<file path="config.mk">
export PLATFORM = sky130hd
export DESIGN_NAME = fetch_unit_flat
export DESIGN_NICKNAME = d
export VERILOG_FILES = /design/src/rtl/fetch_unit_pkg.sv /design/src/rtl/fetch_unit_if.sv /design/src/rtl/instr_fields.sv /design/src/rtl/fetch_unit.sv /design/src/flat_wrapper.sv
export SDC_FILE = /design/constraint.sdc
export NUM_CORES = 1
export LEC_CHECK = 0
export CAP_MARGIN = 10
export CORE_MARGIN = 3
export CORE_UTILIZATION = 51
export CTS_BUF_LIST = sky130_fd_sc_hd__clkbuf_4
export CTS_CLUSTER_SIZE = 20
export DETAILED_ROUTE_END_ITERATION = 6
export PLACE_DENSITY = 0.87
export REMOVE_ABC_BUFFERS = 1
export SLEW_MARGIN = 25
export SYNTH_ARGS = -nofsm -noshare
export SYNTH_HDL_FRONTEND = slang
export SYNTH_HIERARCHICAL = 1
export SYNTH_SLANG_ARGS = --single-unit
</file>
<file path="constraint.sdc">
create_clock -name clk -period 10.3 [get_ports clk]
set_input_delay 1.545 -clock clk [delete_from_list [all_inputs] [get_ports clk]]
set_output_delay 1.545 -clock clk [all_outputs]
set_load 0.02 [all_outputs]
</file>
<file path="src/rtl/fetch_unit_pkg.sv">
// Shared definitions for the instruction fetch unit: widths, defaults,
// FSM encoding and instruction field positions.
package fetch_unit_pkg;

    localparam int unsigned XLEN            = 32;
    localparam int unsigned CNT_W           = 4;
    localparam int unsigned MEM_LAT_DEFAULT = 3;
    localparam logic [XLEN-1:0] RESET_PC_DEFAULT = 32'h0000_0000;

    localparam int unsigned OPCODE_LSB = 26;
    localparam int unsigned OPCODE_W   = 6;
    localparam int unsigned RS_LSB     = 21;
    localparam int unsigned RT_LSB     = 16;
    localparam int unsigned RD_LSB     = 11;
    localparam int unsigned REG_W      = 5;
    localparam int unsigned FUNCT_LSB  = 0;
    localparam int unsigned FUNCT_W    = 6;
    localparam int unsigned IMM_LSB    = 0;
    localparam int unsigned IMM_W      = 16;

    typedef enum logic [2:0] {
        ST_IDLE    = 3'd0,
        ST_WAIT    = 3'd1,
        ST_CAPTURE = 3'd2,
        ST_VALID   = 3'd3,
        ST_FAULT   = 3'd4
    } state_t;

    typedef struct packed {
        logic [OPCODE_W-1:0] opcode;
        logic [REG_W-1:0]    rs;
        logic [REG_W-1:0]    rt;
        logic [REG_W-1:0]    rd;
        logic [FUNCT_W-1:0]  funct;
        logic [IMM_W-1:0]    imm16;
    } instr_fields_t;

endpackage

</file>
<file path="src/rtl/fetch_unit_if.sv">
// Instruction memory read port between the fetch unit and memory.
interface fetch_unit_if;
    import fetch_unit_pkg::*;

    logic [XLEN-1:0] mem_addr;
    logic            mem_rd;
    logic [XLEN-1:0] mem_rdata;

    modport master (output mem_addr, output mem_rd, input mem_rdata);
    modport slave  (input mem_addr, input mem_rd, output mem_rdata);

endinterface

</file>
<file path="src/rtl/instr_fields.sv">
// Purely combinational splitter of an instruction word into its fields.
module instr_fields
    import fetch_unit_pkg::*;
(
    input  logic [XLEN-1:0] instr,
    output instr_fields_t   fields
);

    assign fields.opcode = instr[OPCODE_LSB +: OPCODE_W];
    assign fields.rs     = instr[RS_LSB +: REG_W];
    assign fields.rt     = instr[RT_LSB +: REG_W];
    assign fields.rd     = instr[RD_LSB +: REG_W];
    assign fields.funct  = instr[FUNCT_LSB +: FUNCT_W];
    assign fields.imm16  = instr[IMM_LSB +: IMM_W];

endmodule

</file>
<file path="src/rtl/fetch_unit.sv">
// Instruction fetch unit: PC, fixed-latency memory read, instruction register
// and misaligned-fetch fault handling.
module fetch_unit
    import fetch_unit_pkg::*;
#(
    parameter int unsigned     MEM_LAT  = MEM_LAT_DEFAULT,
    parameter logic [XLEN-1:0] RESET_PC = RESET_PC_DEFAULT
) (
    input  logic                clk,
    input  logic                reset,
    input  logic                fetch_req,
    input  logic                pc_load,
    input  logic [XLEN-1:0]     pc_next,
    fetch_unit_if.master        mem,
    output logic [XLEN-1:0]     instr,
    output logic [OPCODE_W-1:0] OPCODE,
    output logic [FUNCT_W-1:0]  funct,
    output logic [REG_W-1:0]    rs,
    output logic [REG_W-1:0]    rt,
    output logic [REG_W-1:0]    rd,
    output logic [IMM_W-1:0]    imm16,
    output logic [XLEN-1:0]     pc,
    output logic                instr_valid,
    output logic                busy,
    output logic                fetch_fault
);

    state_t          state_q, state_d;
    logic [XLEN-1:0] pc_q, pc_d;
    logic [XLEN-1:0] instr_q, instr_d;
    logic [XLEN-1:0] pend_pc_q, pend_pc_d;
    logic            pend_vld_q, pend_vld_d;
    logic [CNT_W-1:0] cnt_q, cnt_d;
    logic            valid_q, valid_d;
    logic            fault_q, fault_d;
    logic            mem_rd_q, mem_rd_d;
    logic            busy_q, busy_d;
    instr_fields_t   fields;

    wire pc_aligned   = (pc_q[1:0] == 2'b00);
    wire next_aligned = (pc_next[1:0] == 2'b00);
    wire wait_done    = (cnt_q == CNT_W'(MEM_LAT - 1));

    // State register
    always_ff @(posedge clk or posedge reset) begin
        if (reset) state_q <= ST_IDLE;
        else       state_q <= state_d;
    end

    // Next-state logic
    always_comb begin
        state_d = state_q;
        case (state_q)
            ST_IDLE, ST_VALID: begin
                if (fetch_req) state_d = pc_aligned ? ST_WAIT : ST_FAULT;
            end
            ST_WAIT:    if (wait_done) state_d = ST_CAPTURE;
            ST_CAPTURE: state_d = ST_VALID;
            ST_FAULT:   if (pc_load && next_aligned) state_d = ST_IDLE;
            default:    state_d = ST_IDLE;
        endcase
    end

    // Datapath and registered-output next values
    always_comb begin
        pc_d       = pc_q;
        instr_d    = instr_q;
        pend_pc_d  = pend_pc_q;
        pend_vld_d = pend_vld_q;
        cnt_d      = cnt_q;
        valid_d    = valid_q;
        fault_d    = fault_q;
        mem_rd_d   = (state_d == ST_WAIT);
        busy_d     = (state_d == ST_WAIT) || (state_d == ST_CAPTURE);
        case (state_q)
            ST_IDLE, ST_VALID: begin
                if (fetch_req && pc_aligned) begin
                    // The fetch uses the current PC, so a coincident load waits.
                    cnt_d   = '0;
                    valid_d = 1'b0;
                    if (pc_load) begin
                        pend_vld_d = 1'b1;
                        pend_pc_d  = pc_next;
                    end
                end else begin
                    if (fetch_req) begin
                        fault_d = 1'b1;
                        valid_d = 1'b0;
                    end
                    if (pc_load) pc_d = pc_next;
                end
            end
            ST_WAIT: begin
                cnt_d = cnt_q + CNT_W'(1);
                if (pc_load) begin
                    pend_vld_d = 1'b1;
                    pend_pc_d  = pc_next;
                end
            end
            ST_CAPTURE: begin
                instr_d    = mem.mem_rdata;
                valid_d    = 1'b1;
                pend_vld_d = 1'b0;
                if (pc_load)         pc_d = pc_next;
                else if (pend_vld_q) pc_d = pend_pc_q;
                else                 pc_d = pc_q + 32'd4;
            end
            ST_FAULT: begin
                if (pc_load) pc_d = pc_next;
                if (pc_load && next_aligned) fault_d = 1'b0;
            end
            default: ;
        endcase
    end

    // Datapath and output registers
    always_ff @(posedge clk or posedge reset) begin
        if (reset) begin
            pc_q       <= RESET_PC;
            instr_q    <= '0;
            pend_pc_q  <= '0;
            pend_vld_q <= 1'b0;
            cnt_q      <= '0;
            valid_q    <= 1'b0;
            fault_q    <= 1'b0;
            mem_rd_q   <= 1'b0;
            busy_q     <= 1'b0;
        end else begin
            pc_q       <= pc_d;
            instr_q    <= instr_d;
            pend_pc_q  <= pend_pc_d;
            pend_vld_q <= pend_vld_d;
            cnt_q      <= cnt_d;
            valid_q    <= valid_d;
            fault_q    <= fault_d;
            mem_rd_q   <= mem_rd_d;
            busy_q     <= busy_d;
        end
    end

    instr_fields u_fields (
        .instr  (instr_q),
        .fields (fields)
    );

    assign mem.mem_addr = pc_q;
    assign mem.mem_rd   = mem_rd_q;
    assign pc           = pc_q;
    assign instr        = instr_q;
    assign instr_valid  = valid_q;
    assign busy         = busy_q;
    assign fetch_fault  = fault_q;
    assign OPCODE       = fields.opcode;
    assign funct        = fields.funct;
    assign rs           = fields.rs;
    assign rt           = fields.rt;
    assign rd           = fields.rd;
    assign imm16        = fields.imm16;

endmodule

</file>
<file path="src/flat_wrapper.sv">
// flat-port wrapper written by rule: the top's interface ports become plain ports
module fetch_unit_flat import fetch_unit_pkg::*;
#(
    parameter int unsigned     MEM_LAT  = MEM_LAT_DEFAULT,
    parameter logic [XLEN-1:0] RESET_PC = RESET_PC_DEFAULT
)
  (clk, reset, fetch_req, pc_load, pc_next, instr, OPCODE, funct, rs, rt, rd, imm16, pc, instr_valid, busy, fetch_fault, mem_mem_addr, mem_mem_rd, mem_mem_rdata);
  fetch_unit_if mem_i ();
  input  logic clk;
  input  logic reset;
  input  logic fetch_req;
  input  logic pc_load;
  input  logic [XLEN-1:0] pc_next;
  output logic [XLEN-1:0] instr;
  output logic [OPCODE_W-1:0] OPCODE;
  output logic [FUNCT_W-1:0] funct;
  output logic [REG_W-1:0] rs;
  output logic [REG_W-1:0] rt;
  output logic [REG_W-1:0] rd;
  output logic [IMM_W-1:0] imm16;
  output logic [XLEN-1:0] pc;
  output logic instr_valid;
  output logic busy;
  output logic fetch_fault;
  output wire logic [$bits(mem_i.mem_addr)-1:0] mem_mem_addr;
  output wire logic [$bits(mem_i.mem_rd)-1:0] mem_mem_rd;
  input wire logic [$bits(mem_i.mem_rdata)-1:0] mem_mem_rdata;
  assign mem_mem_addr = mem_i.mem_addr;
  assign mem_mem_rd = mem_i.mem_rd;
  assign mem_i.mem_rdata = mem_mem_rdata;
  fetch_unit #(.MEM_LAT(MEM_LAT), .RESET_PC(RESET_PC)) u_core (.clk(clk), .reset(reset), .fetch_req(fetch_req), .pc_load(pc_load), .pc_next(pc_next), .mem(mem_i), .instr(instr), .OPCODE(OPCODE), .funct(funct), .rs(rs), .rt(rt), .rd(rd), .imm16(imm16), .pc(pc), .instr_valid(instr_valid), .busy(busy), .fetch_fault(fetch_fault));
endmodule
</file>
==> results of run 1 <==
area by class of cell:
cell class	count	area [µm²]	area share (%)
Multi-Input combinational cell	339	2570	33.2
Sequential cell	108	2700	34.9
Clock inverter	7	42.5	0.549
Clock buffer	9	67.6	0.873
Timing Repair Buffer	216	2150	27.7
Tap cell	143	179	2.31
Inverter	9	36.3	0.469
cell usage in the layout, fill, tap and decap left out, types with 3 or more instances in the layout:
master,instances
a31oi_1,4
a22oi_1,3
nor3_1,15
nor4_1,6
a2bb2oi_1,4
clkbuf_4,9
nand4_1,7
dfrtp_1,108
and2_1,5
a21o_1,4
xnor2_1,14
mux2i_1,4
buf_4,6
and3_1,7
xor2_1,6
clkinv_2,3
o21ai_0,24
nor2_1,24
nand2b_1,5
a21oi_1,18
o22ai_1,6
ha_1,3
o211ai_1,9
nand2_1,38
nand3_1,23
a221o_1,7
inv_1,8
clkdlybuf4s50_1,210
a221oi_1,4
mux2_2,37
mux2_4,29
kinds of logic after synthesis:
family,count (synthesis),share of synthesized area [%]
simple gates,149,13.3
buf+inv,110,12.4
flops,108,45.0
compound gates,97,11.0
mux,70,14.8
xor+xnor,20,2.91
fa+ha+maj,3,0.625
through the flow:
step / hold slack, ns / worst slack, ns / cell area (µm²) / utilization, % / power [µW]
6_report: 0.519 / 6.86 / 7740 / 67.5 / 2430
5_1_grt: 0.547 / 6.74 / 7740 / 67.5 / 2560
4_1_cts: 0.508 / 6.94 / 7740 / 67.5 / 2440
3_5_place_dp: 0.487 / 6.42 / 7630 / 66.6 / 2240
3_3_place_gp: 0.479 / 6.50 / 7630 / 66.6 / 2210
2_1_floorplan: 0.458 / 5.91 / 5300 / - / 1540
power by group through the flow:
| stage | logic [µW] | clock network [µW] | registers, µW |
|---|---|---|---|
| floorplan | 418 | 0 | 1120 |
| global placement | 1350 | 0 | 859 |
| detailed placement | 1370 | 0 | 867 |
| CTS | 1380 | 196 | 865 |
| global route | 1450 | 208 | 903 |
| finish | 1370 | 188 | 868 |
registers in the layout, indices dropped and copies added, names as in the netlist:
| signal | cells |
|---|---|
| u_core/busy | 1 |
| u_core/cnt_q | 4 |
| u_core/fetch_fault | 1 |
| u_core/instr | 32 |
| u_core/instr_valid | 1 |
| u_core/mem.mem_addr | 32 |
| u_core/mem.mem_rd | 1 |
| u_core/pend_pc_q | 32 |
| u_core/pend_vld_q | 1 |
| u_core/state_q | 3 |
worst paths after layout:
| check | startpoint | endpoint | slack, ns | cells past startpoint |
|---|---|---|---|---|
| setup / recovery | fetch_req | u_core/mem.mem_addr[13]$_DFFE_PP0P_ | 6.86 | 7 |
| hold / removal | u_core/cnt_q[3]$_DFFE_PP0P_ | u_core/cnt_q[3]$_DFFE_PP0P_ | 0.52 | 1 |
| setup reg to reg | u_core/mem.mem_addr[0]$_DFFE_PP0P_ | u_core/mem.mem_addr[13]$_DFFE_PP0P_ | 7.82 | 6 |
| hold reg to reg | u_core/cnt_q[3]$_DFFE_PP0P_ | u_core/cnt_q[3]$_DFFE_PP0P_ | 0.52 | 1 |
| max in group asynchronous | reset | u_core/pend_pc_q[4]$_DFFE_PP0P_ | 7.59 | 3 |
| min in group asynchronous | reset | u_core/instr[15]$_DFFE_PP0N_ | 1.42 | 2 |
per-layer routing:
layer	GRT usage [%]	vias to the layer above
met1	29.0	2353
met3	7.29	25
met5	0	-
met4	8.08	0
met2	40.6	238
li1	-	2162
worst reg2reg max path, delay by kind of cell (launching register included):
kind            cells  cell delay (ns)
flops               1             0.45
simple gates        4             1.15
compound gates      1             0.41
buf+inv             1             0.36
==> results_dict.tcl, run 1 <==
set metrics [dict create \
    switching_power_of_the_nets_uw 1050 \
    slowest_delay_ns 0.50 \
    cts-htree-levels 3 \
    num-nets-final 754 \
    cts-hold-fix-buffers 0 \
    combPwrFrac_pct 56.5 \
    post_route_cells_drive_above_1_share_pct 14.4 \
    grt_start_max_net_pins 74 \
    postSynthAreaPerCell_um2 10.8 \
    synth-edff-count 0 \
    fin_cells 831 \
    number_of_diodes_added_for_antenna_fixing 0 \
    layout.filler_cells 835 \
    worst_ep_required_time_ns 10.65 \
    cts_tree "built" \
    dominantRegCellSynth "dfrtp_1" \
    global_route_total_overflow 0 \
    fp.dieArea_mm2 0.0131 \
    io_buffer_count 210 \
    synth.distinct_cells 55 \
    numPlacedInstances 815 \
    timing.max_slew.rel_slack_pct 38.0 \
    worst_skew_pair.late_latency_ns 0.46 \
    cap_viol_max_count 0 \
    power_frac_seq_pct 35.7 \
    worstPathCellList "clkdlybuf4s50_1, nand2b_1, nor4_1, or2_1, buf_4, nor2_1, a221o_1" \
    clockPowerShare_pct 7.7 \
    antenna_violating_nets_post_route 0 \
    grt_usage_pct 23.9 \
    die_height_um 115 \
    grt_first_pass_wirelength_mm 24.7 \
    cts_made_buffers 9 \
    report.final.hold_viol_count 0 \
    rsz_0062_raised_after_global_routing "false" \
    swShare_pct 43.4 \
    period_needed_ns 3.44 \
    routed_wirelength_mm 16.0 \
    tritoncts_num_sinks 108 \
    final_min_period_over_clock_period_pct 33.4 \
    gp_congestion 0.896 \
    vias 4778 \
    pwr_density_cell_mw_per_mm2 314 \
    post-synth-top-area-fraction_pct 45.0 \
    critical_path_sink_type "register" \
    routedLengthMet1_mm 6.06 \
    critical_path_arrival_ns 3.78 \
    met3_wirelength_mm 1.45 \
    drt-vias-per-instance 5.75 \
    wl_per_cell_um 19.3 \
    placed_wire_length_estimate_after_detailed_placement_mm 11.5 \
    synth_top_cells_by_count "108 x dfrtp_1, 79 x buf_4, 38 x nand2_1, 37 x mux2_2, 29 x mux2_4" \
    floorplan.initialDensity_pct 52.4 \
    ys_seq_area_share_pct 45.0 \
    worst-slew-pin-transition_ns 0.930 \
    cts.path.max_buffers 2 \
    yosys.area.top_type "dfrtp_1" \
    totalNegativeSetupSlack_ns 0 \
    antenna_violations_before_repair 0 \
    highest_layer "met4" \
    firstDrtPassIters 5 \
    timing.final.max_slew_violations 0 \
    fp.dieW_um 115 \
    synth-warning-count 6 \
    placeableCoreArea_mm2 0.0115 \
    internal-power_uw 1370 \
    status "finished, final reports clean" \
    clk_slew_on_worst_s_h_paths_ns 0.15 \
    clock.fmax_mhz 291 \
    start_kind "input port" \
    static-leakage-power_uw 0.00323 \
    syn-cell-area_mm2 0.00601 \
    clk_root_buffer_cell "clkbuf_4" \
    design.portCount 211 \
    async_flop_share_pct 100 \
    area_delta_synth_final_pct 28.8 \
    synthesized_instance_count 557 \
    placement_rows 39 \
    critPathTopFamily "simple AND/OR/NAND/NOR gates" \
    wl_met2_mm 8.16 \
    critical_path_buf_inv_count 2 \
    crit_slowest_cell "clkdlybuf4s50_1" \
    first_iter_violations 261 \
    grt_pass1_vias 4760 \
    worst-path-max-fanout 35 \
    post-synth-top-count-cell "dfrtp_1" \
    peakVddDrop_uv 208 \
    cts_resized 0 \
    flops_latches_synth 108 \
    worstHoldPathType "reg2reg" \
    post-cts-setup-buffers 0 \
    drc 0 \
    setup_viol 0 \
    finClkSkew_ns 0.0190 \
    netlist_top_cells_area "dfrtp_1 45%, buf_4 9.9%, mux2_4 7.2%" \
    crit_type "in2reg" \
]
Power figures use the tool's default switching activity.
==> run 2, diff against run 1 <==
--- a/config.mk
+++ b/config.mk
@@ -7,11 +7,11 @@
 export LEC_CHECK = 0
 export CAP_MARGIN = 10
 export CORE_MARGIN = 3
-export CORE_UTILIZATION = 51
+export CORE_UTILIZATION = 47
 export CTS_BUF_LIST = sky130_fd_sc_hd__clkbuf_4
 export CTS_CLUSTER_SIZE = 20
 export DETAILED_ROUTE_END_ITERATION = 6
-export PLACE_DENSITY = 0.87
+export PLACE_DENSITY = 0.81
 export REMOVE_ABC_BUFFERS = 1
 export SLEW_MARGIN = 25
 export SYNTH_ARGS = -nofsm -noshare
==> constraint.sdc (replaced) <==
create_clock -name clk -period 3.6 [get_ports clk]
set_input_delay 0.54 -clock clk [delete_from_list [all_inputs] [get_ports clk]]
set_output_delay 0.54 -clock clk [all_outputs]
set_load 0.02 [all_outputs]
==> results_dict.tcl, run 2 (synthesis gave the netlist of run 1 again) <==
set metrics [dict create \
    antenna_violations_before_repair 1 \
    critical_path.reg2reg.endpoint "u_core/mem.mem_addr[29]$_DFFE_PP0P_" \
    tritoncts_num_sinks 108 \
    switching_power_of_the_nets_uw 3070 \
    area_delta_synth_final_pct 30.3 \
    placed_wire_length_estimate_after_detailed_placement_mm 12.0 \
    r2r_start "u_core/state_q[1]$_DFF_PP0_" \
    mostFrequentLayoutCells "210 x clkdlybuf4s50_1, 108 x dfrtp_1, 38 x nand2_1, 37 x mux2_2, 29 x mux2_4" \
    post-cts-setup-buffers 0 \
    crit_slowest_cell "nor2_1" \
    setup_viol 0 \
    clockPowerShare_pct 9.0 \
    report.final.hold_viol_count 0 \
    worst-path-max-fanout 36 \
    worst_ep_required_time_ns 4.01 \
    routed_wirelength_mm 16.8 \
    grt_start_max_net_pins 52 \
    timing.hold.ws_ns 0.464 \
    critical_path_arrival_ns 3.16 \
    vias 4784 \
    worstPathCellList "nor3b_4, buf_4, nand2_1, nor2_1, a221oi_1, o22ai_1" \
    cts.path.max_buffers 2 \
    worst-r2r-cell-count 6 \
    placement_rows 40 \
    place_ws_ns 0.836 \
    design.portCount 211 \
    first_iter_violations 386 \
    critical_path_sink_type "register" \
    floorplan.initialDensity_pct 49.0 \
    placeableCoreArea_mm2 0.0123 \
    clock.fmax_mhz 364 \
    wl_per_cell_um 19.5 \
    final_min_period_over_clock_period_pct 76.2 \
    clk_root_buffer_cell "clkbuf_4" \
    setup_ws_ns 0.856 \
    fp.dieW_um 119 \
    crit_type "reg2reg" \
    pwr_density_cell_mw_per_mm2 905 \
    internal-power_uw 4010 \
    timing.max_slew.rel_slack_pct 30.3 \
    worst-slew-pin-transition_ns 1.04 \
    die_height_um 119 \
    worstHoldPathType "in2async" \
    swShare_pct 43.4 \
    start_kind "register" \
    fp.dieArea_mm2 0.0142 \
    cts-hold-fix-buffers 0 \
    num-nets-final 757 \
    drt-vias-per-instance 5.56 \
    cts-htree-levels 3 \
    drc 0 \
    cts_tree "built" \
    combPwrFrac_pct 55.8 \
    grt_usage_pct 23.6 \
    placed_cell_area_mm2 0.00769 \
    cts_resized 0 \
    grt_pass1_vias 5012 \
    antenna_violating_nets_post_route 0 \
    timing.final.max_slew_violations 0 \
    rsz_0062_raised_after_global_routing "false" \
    status "finished, final reports clean" \
    power_frac_seq_pct 35.2 \
    finalInstanceArea_mm2 0.00783 \
    clk_slew_on_worst_s_h_paths_ns 0.17 \
    mostFrequentLayoutCell "clkdlybuf4s50_1" \
    cap_viol_max_count 0 \
    peakVddDrop_uv 594 \
    io_buffer_count 210 \
    post_route_cells_drive_above_1_share_pct 14.9 \
    r2r_slack_ns 0.86 \
    global_route_total_overflow 0 \
    gp_congestion 0.926 \
    worst_skew_pair.late_latency_ns 0.48 \
    grt_first_pass_wirelength_mm 26.8 \
    period_needed_ns 2.74 \
    cts_made_buffers 9 \
    finClkSkew_ns 0.00957 \
    static-leakage-power_uw 0.00326 \
    slowest_delay_ns 0.67 \
    firstDrtPassIters 5 \
]
==> run 2: cell count changes in the layout (fill, tap and decap cells not counted) <==
cell,change
buf_4,+3
bufinv_16,+1
clkinv_4,+1
diode_2,+1
clkinv_1,-1
clkinvlp_4,+1
clkinv_2,-2
==> run 2: how the worst max path moves through the flow <==
stage	cells past startpoint	endpoint	start	slack, ns
floorplan	5	u_core/mem.mem_addr[25]$_DFFE_PP0P_	u_core/state_q[1]$_DFF_PP0_	-0.22
global placement	6	u_core/pend_pc_q[11]$_DFFE_PP0P_	fetch_req	0.90
detailed placement	6	u_core/pend_pc_q[23]$_DFFE_PP0P_	fetch_req	0.84
CTS	6	u_core/mem.mem_addr[29]$_DFFE_PP0P_	u_core/state_q[1]$_DFF_PP0_	0.93
global route	6	u_core/mem.mem_addr[29]$_DFFE_PP0P_	u_core/state_q[1]$_DFF_PP0_	0.65
finish	6	u_core/mem.mem_addr[29]$_DFFE_PP0P_	u_core/state_q[1]$_DFF_PP0_	0.86
==> run 2: layer usage <==
metal  up-vias  wire length, µm  global-route usage [%]
li1       2176                -                       -
met1      2375             6500                    27.7
met2       215             8470                    40.9
met3        18             1550                    8.31
met4         0              235                    6.44
met5         -                0                       0
==> run 2: final cells by class <==
| class | instances | area [µm²] |
|---|---|---|
| fill | 955 | 4430 |
| sequential | 108 | 2700 |
| multi-input combinational | 339 | 2570 |
| timing repair buffer | 219 | 2170 |
| tap | 168 | 210 |
| clock inverter | 7 | 75.1 |
| clock buffer | 9 | 67.6 |
| inverter | 9 | 36.3 |
| antenna | 1 | 2.50 |
==> run 2: power groups by stage <==
stage          Sequential [µW]  Clock (µW)  Combinational, µW
2_1_floorplan             3210           0               1200
3_3_place_gp              2470           0               3880
4_1_cts                   2490         658               3970
6_report                  2490         639               3950
3_5_place_dp              2490           0               3950
5_1_grt                   2580         699               4180
==> run 2: through the flow <==
stage               power [µW]  util, %  std cells  TNS [ns]
floorplan                 4410        -        456     -1.46
global placement          6360     62.7        843         0
detailed placement        6450     62.7        843         0
CTS                       7110     63.8        859         0
global route              7470     63.9        860         0
finish                    7080     63.9        860         0
==> run 2: critical path: cells and delay by family, from the launching register on <==
kind            cells  cell delay (ns)
flops               1             0.56
simple gates        3             1.26
buf+inv             1             0.42
compound gates      2             0.42
